[src/rtl/traffic_ctrl.sv]
// traffic_ctrl -- two-street traffic light controller with sensor extension,
// a pedestrian walk phase and an optional flashing-yellow mode.
//
// Optional feature macro: TRAFFIC_FLASH_EN
//   When defined, adds the flashMode input and the FLASH state (phase 7).
//   When undefined, the controller has no FLASH state and phase is never 7.
//
// Ports
//   clk         in   system clock, all state changes on the rising edge
//   rst         in   asynchronous active-high reset
//   Sensor      in   side-street vehicle present
//   walkButton  in   pedestrian request (level)
//   flashMode   in   (TRAFFIC_FLASH_EN only) force flashing main-yellow
//   walkLight   out  1 = walk indication lit
//   mainLight   out  main lamp: 00 red, 01 yellow, 10 green
//   sideLight   out  side lamp, same encoding
//   phase       out  current state encoding
module traffic_ctrl #(
    parameter int TICK_DIV     = 100000000,
    parameter int MAIN_GREEN_S = 6,
    parameter int SIDE_GREEN_S = 6,
    parameter int YELLOW_S     = 2,
    parameter int EXT_S        = 3,
    parameter int WALK_S       = 3
) (
    input  logic       clk,
    input  logic       rst,
    input  logic       Sensor,
    input  logic       walkButton,
`ifdef TRAFFIC_FLASH_EN
    input  logic       flashMode,
`endif
    output logic       walkLight,
    output logic [1:0] mainLight,
    output logic [1:0] sideLight,
    output logic [2:0] phase
);

    function automatic int max2(input int a, input int b);
        return (a > b) ? a : b;
    endfunction

    localparam int MAXD = max2(max2(max2(MAIN_GREEN_S, SIDE_GREEN_S),
                                    max2(YELLOW_S, EXT_S)), WALK_S);
    localparam int TW   = $clog2(MAXD + 1);
    localparam int PW   = $clog2(TICK_DIV);

    typedef enum logic [2:0] {
        MAIN_G   = 3'd0,
        MAIN_EXT = 3'd1,
        MAIN_Y   = 3'd2,
        WALK     = 3'd3,
        SIDE_G   = 3'd4,
        SIDE_EXT = 3'd5,
        SIDE_Y   = 3'd6
`ifdef TRAFFIC_FLASH_EN
        ,FLASH   = 3'd7
`endif
    } state_t;

    state_t          state_q, state_d;
    logic [PW-1:0]   presc_q, presc_d;
    logic [TW-1:0]   timer_q, timer_d;
    logic            walkReq_q, walkReq_d;
`ifdef TRAFFIC_FLASH_EN
    logic            blink_q, blink_d;
`endif
    logic            walk_q;
    logic [1:0]      main_q, side_q;
    logic            tick, expire;
    logic [TW-1:0]   dur_m1;

    // Lamp pattern {walk, main, side} for each state; FLASH main lamp is
    // overlaid with the blink bit where the outputs are registered.
    function automatic logic [4:0] decode(input state_t s);
        case (s)
            MAIN_G, MAIN_EXT: return 5'b0_10_00;
            MAIN_Y:           return 5'b0_01_00;
            WALK:             return 5'b1_00_00;
            SIDE_G, SIDE_EXT: return 5'b0_00_10;
            SIDE_Y:           return 5'b0_00_01;
            default:          return 5'b0_00_00;
        endcase
    endfunction

    always_comb begin
        tick = (presc_q == PW'(TICK_DIV - 1));

        case (state_q)
            MAIN_G:           dur_m1 = TW'(MAIN_GREEN_S - 1);
            MAIN_EXT:         dur_m1 = TW'(EXT_S - 1);
            MAIN_Y:           dur_m1 = TW'(YELLOW_S - 1);
            WALK:             dur_m1 = TW'(WALK_S - 1);
            SIDE_G:           dur_m1 = TW'(SIDE_GREEN_S - 1);
            SIDE_EXT:         dur_m1 = TW'(EXT_S - 1);
            SIDE_Y:           dur_m1 = TW'(YELLOW_S - 1);
            default:          dur_m1 = '0;
        endcase
        expire = tick && (timer_q == dur_m1);

        state_d   = state_q;
        presc_d   = tick ? '0 : presc_q + PW'(1);
        timer_d   = tick ? timer_q + TW'(1) : timer_q;
        // A press on the MAIN_Y expiry cycle is seen through walkButton directly.
        walkReq_d = walkReq_q | (walkButton && (state_q != WALK));
`ifdef TRAFFIC_FLASH_EN
        blink_d   = blink_q;
`endif

        if (expire) begin
            case (state_q)
                MAIN_G:   state_d = Sensor ? MAIN_EXT : MAIN_Y;
                MAIN_EXT: state_d = MAIN_Y;
                MAIN_Y:   state_d = (walkReq_q || walkButton) ? WALK : SIDE_G;
                WALK:     state_d = SIDE_G;
                SIDE_G:   state_d = Sensor ? SIDE_EXT : SIDE_Y;
                SIDE_EXT: state_d = SIDE_Y;
                SIDE_Y:   state_d = MAIN_G;
                default:  state_d = MAIN_G;
            endcase
        end

`ifdef TRAFFIC_FLASH_EN
        // FLASH has no duration: the timer stays parked and blink follows ticks.
        if (state_q == FLASH) begin
            timer_d = '0;
            if (tick) blink_d = ~blink_q;
        end
        if (flashMode)
            state_d = FLASH;
        else if (state_q == FLASH)
            state_d = MAIN_G;
`endif

        // Every transition restarts timing so each phase lasts exactly N ticks.
        if (state_d != state_q) begin
            presc_d = '0;
            timer_d = '0;
`ifdef TRAFFIC_FLASH_EN
            blink_d = 1'b0;
`endif
            if (state_d == WALK) walkReq_d = 1'b0;
        end
    end

    always_ff @(posedge clk or posedge rst) begin
        if (rst) begin
            state_q   <= MAIN_G;
            presc_q   <= '0;
            timer_q   <= '0;
            walkReq_q <= 1'b0;
`ifdef TRAFFIC_FLASH_EN
            blink_q   <= 1'b0;
`endif
            walk_q    <= 1'b0;
            main_q    <= 2'b10;
            side_q    <= 2'b00;
        end else begin
            state_q   <= state_d;
            presc_q   <= presc_d;
            timer_q   <= timer_d;
            walkReq_q <= walkReq_d;
`ifdef TRAFFIC_FLASH_EN
            blink_q   <= blink_d;
`endif
            {walk_q, main_q, side_q} <= decode(state_d);
`ifdef TRAFFIC_FLASH_EN
            if (state_d == FLASH) main_q <= {1'b0, blink_d};
`endif
        end
    end

    assign walkLight = walk_q;
    assign mainLight = main_q;
    assign sideLight = side_q;
    assign phase     = state_q;

endmodule
[config.mk]
export PLATFORM = sky130hd
export DESIGN_NAME = traffic_ctrl
export DESIGN_NICKNAME = d
export VERILOG_FILES = /design/src/rtl/traffic_ctrl.sv
export SDC_FILE = /design/constraint.sdc
export NUM_CORES = 1
export LEC_CHECK = 0
export BUFFER_PORTS_ARGS = -buffer_cell sky130_fd_sc_hd__buf_2
export CAP_MARGIN = 20
export CORE_MARGIN = 1.5
export CORE_UTILIZATION = 50
export DETAILED_ROUTE_END_ITERATION = 10
export PLACE_DENSITY_LB_ADDON = 0.05
export REMOVE_ABC_BUFFERS = 1
export SYNTH_ARGS = -nofsm -noshare
export SYNTH_HDL_FRONTEND = slang
export SYNTH_SLANG_ARGS = --single-unit
[constraint.sdc]
create_clock -name clk -period 2.55 [get_ports clk]
set_input_delay 0.1275 -clock clk [delete_from_list [all_inputs] [get_ports clk]]
set_output_delay 0.1275 -clock clk [all_outputs]
set_load 0.05 [all_outputs]
==> impl_metrics.env <==
export IMPL_diodes=0
export IMPL_stdcell_count=252
export IMPL_critical_path_class="flop to flop"
export IMPL_synth_compound_area_share_pct=7.46
export IMPL_cts_buffers=5
export IMPL_clock_latency_ps=300
export IMPL_reg2reg_from="phase[1]"
export IMPL_min_path_type="primary input to flop"
export IMPL_ant_nets=0
export IMPL_fp_dieW_um=65.1
export IMPL_post_drt_via_cell_ratio=5.52
export IMPL_layout_drive_gt1_share_pct=12.7
export IMPL_pin_count=12
export IMPL_post_route_period_util_pct=79.3
export IMPL_cp_max_fo=12
export IMPL_synth_top_family_by_area="simple AND/OR/NAND/NOR gates"
export IMPL_setup_violations=0
export IMPL_synth_xor_area_share_pct=10.4
export IMPL_r2r_slack_ps=530
export IMPL_mostFrequentLayoutCells="dfrtp_1 (38), nor2_1 (21), xnor2_1 (16)"
export IMPL_die_y_um=65.1
export IMPL_grt_usage_pct=19.7
export IMPL_synthMuxAreaShare_pct=2.73
export IMPL_initialDrtViolationCount=89
export IMPL_crit_path_end="phase[0]"
export IMPL_yosys_area_share_simple_pct=23.8
export IMPL_dieArea_mm2=0.00424
export IMPL_cts_clk_slew_worst_paths_ps=70
export IMPL_layout_commonest_cell="dfrtp_1"
export IMPL_htreeDepth=2
export IMPL_tightestPinTransition_ps=650
export IMPL_dp_final_hpwl_um=2520
export IMPL_finalMaxSlewViolations=0
export IMPL_first_global_vias=1406
export IMPL_required_ps=2730
export IMPL_hold_depth=3
export IMPL_initial_core_util_pct=52.3
export IMPL_wl_per_cell_um=14.5
export IMPL_critPathArrivalTime_ps=2200
export IMPL_gp_congestion=0.856
export IMPL_cts_root_buffer="clkbuf_8"
export IMPL_grt_max_degree=40
export IMPL_crit_start="phase[1]"
export IMPL_grt_pass1_wl_um=6310
export IMPL_min_from="walkButton"
export IMPL_max_cap_violations=0
export IMPL_cts_resized=0
export IMPL_irDropWorstVdd_uv=284
export IMPL_postCtsSetupBuffers=0
export IMPL_ys_seq_area_share_pct=50.7
export IMPL_slew_headroom_pct=56.2
export IMPL_areaGrowthSynthToFinish_pct=9.80
export IMPL_first_pass_iters=5
export IMPL_syn_area_per_cell_um2=10.3
export IMPL_vias=1392
export IMPL_grt_overflow_total=0
export IMPL_rsz0062_at_grt="false"
export IMPL_outcome="finished clean"
export IMPL_clock_path_buffers=2
export IMPL_reg2reg_to="phase[0]"
export IMPL_fin_skew_ps=11.6
export IMPL_yosysWarnings=0
export IMPL_fin_crit_ps=2020
export IMPL_tritoncts="built"
export IMPL_power_density_mw_per_mm2=493
export IMPL_finalHoldViolCount=0
export IMPL_place_area_mm2=0.00203
export IMPL_drt_total_wl_um=3650
export IMPL_p_leak_nw=0.974
export IMPL_fin_area_mm2=0.00212
export IMPL_synth_distinct_cells=40
export IMPL_nNetsFinal=209
export IMPL_core_area_mm2=0.00369
export IMPL_r2r_cells=4
export IMPL_synthAdderAreaFrac_pct=1.30
export IMPL_synth_seq_cells=39
export IMPL_netlist_area_mm2=0.00193
export IMPL_antenna_found_initial=0
export IMPL_start_kind="flop"
export IMPL_dp_slack_ps=529
export IMPL_cts_sinks=39
export IMPL_finalSetupTns_ps=0
export IMPL_cts_hold_buf=1
export IMPL_fin_ws_ps=529
export IMPL_endpoint_kind="flop"
export IMPL_remaining_drc_errors=0
export IMPL_syn_inst=187
export IMPL_rows=22
export IMPL_fmax_mhz=495
export IMPL_dp_cells=243
export IMPL_io_buffers=11
layout make-up:
| class | count | area (um2) |
|---|---|---|
| inverter | 10 | 37.5 |
| tap | 48 | 60.1 |
| clock buffer | 7 | 76.3 |
| multi-input combinational | 133 | 881 |
| timing repair buffer | 14 | 80.1 |
| sequential | 39 | 977 |
| fill | 336 | 1570 |
| clock inverter | 1 | 5.00 |
worst max-delay path, cell delays in order, from the launching register on:
cell	delay, ps
dfrtp_1	490
xnor2_1	200
o41ai_2	540
and2_1	340
mux2_1	340
flip-flops by register name, summed over array words and instances (netlist names):
register   flops
walkLight      1
sideLight      2
mainLight      2
walkReq_q      1
phase          3
timer_q        3
presc_q       27
stage by stage:
| stage | total power [W] | util, % | hold WS (ps) |
|---|---|---|---|
| finish | 0.00104 | 57.4 | 154 |
| global route | 0.00107 | 57.4 | 195 |
| CTS | 0.00105 | 57.4 | 146 |
| detailed placement | 0.000648 | 54.9 | 290 |
| global placement | 0.000647 | 54.9 | 264 |
| floorplan | 0.000640 | - | 315 |
cells in the mapped netlist (all sizes together):
library cell | number | area, um2
nor3 | 7 | 40.0
dfrtp | 38 | 951
xor2 | 7 | 61.3
a21oi | 5 | 25.0
or3 | 4 | 25.0
nor2 | 21 | 78.8
xnor2 | 16 | 140
nor4b | 1 | 15.0
o32ai | 2 | 17.5
nand2b | 3 | 18.8
and3b | 1 | 8.76
nor4 | 2 | 27.5
and4 | 3 | 26.3
o2111ai | 2 | 17.5
inv | 10 | 37.5
or3b | 1 | 8.76
dfstp | 1 | 26.3
o22a | 1 | 8.76
mux2 | 2 | 22.5
o2bb2ai | 1 | 8.76
o41ai | 1 | 16.3
o21ai | 6 | 30.0
a31oi | 2 | 12.5
ha | 2 | 25.0
clkbuf | 1 | 3.75
and3 | 5 | 31.3
nand3 | 13 | 65.1
nand2 | 10 | 37.5
and2 | 1 | 6.26
buf | 4 | 28.8
a21boi | 1 | 7.51
mux2i | 3 | 30.0
nor2b | 3 | 18.8
nand4 | 7 | 50.1
per-layer routing:
layer / routed length, um / global-route usage [%] / up-vias
li1: - / - / 678
met1: 1740 / 25.1 / 684
met2: 1730 / 32.1 / 24
met3: 127 / 5.14 / 6
met4: 61 / 7.81 / 0
met5: 0 / 0 / -
power by group:
part	internal [W]	total, W	switching [W]
combinational	0.00000415	0.0000179	0.0000138
sequential	0.000618	0.000618	0.0000000000000000000304
clock	0.000192	0.000407	0.000215
worst min-delay path by stage:
stage / to / slack, ps
6_report: walkReq_q / 150
4_1_cts: walkReq_q / 150
3_5_place_dp: phase[2] / 290
5_1_grt: walkReq_q / 190
2_1_floorplan: walkReq_q / 320
3_3_place_gp: phase[2] / 260
cell families after synthesis:
kind of cell / count (synthesis)
AOI/OAI and AO/OA: 21
xor gates and xnor gates: 23
adders and majority gates: 2
buffers and inverters: 15
DFF: 39
muxes: 5
and+or+nand+nor: 82
No activity file was read; power rests on OpenSTA's default activity.
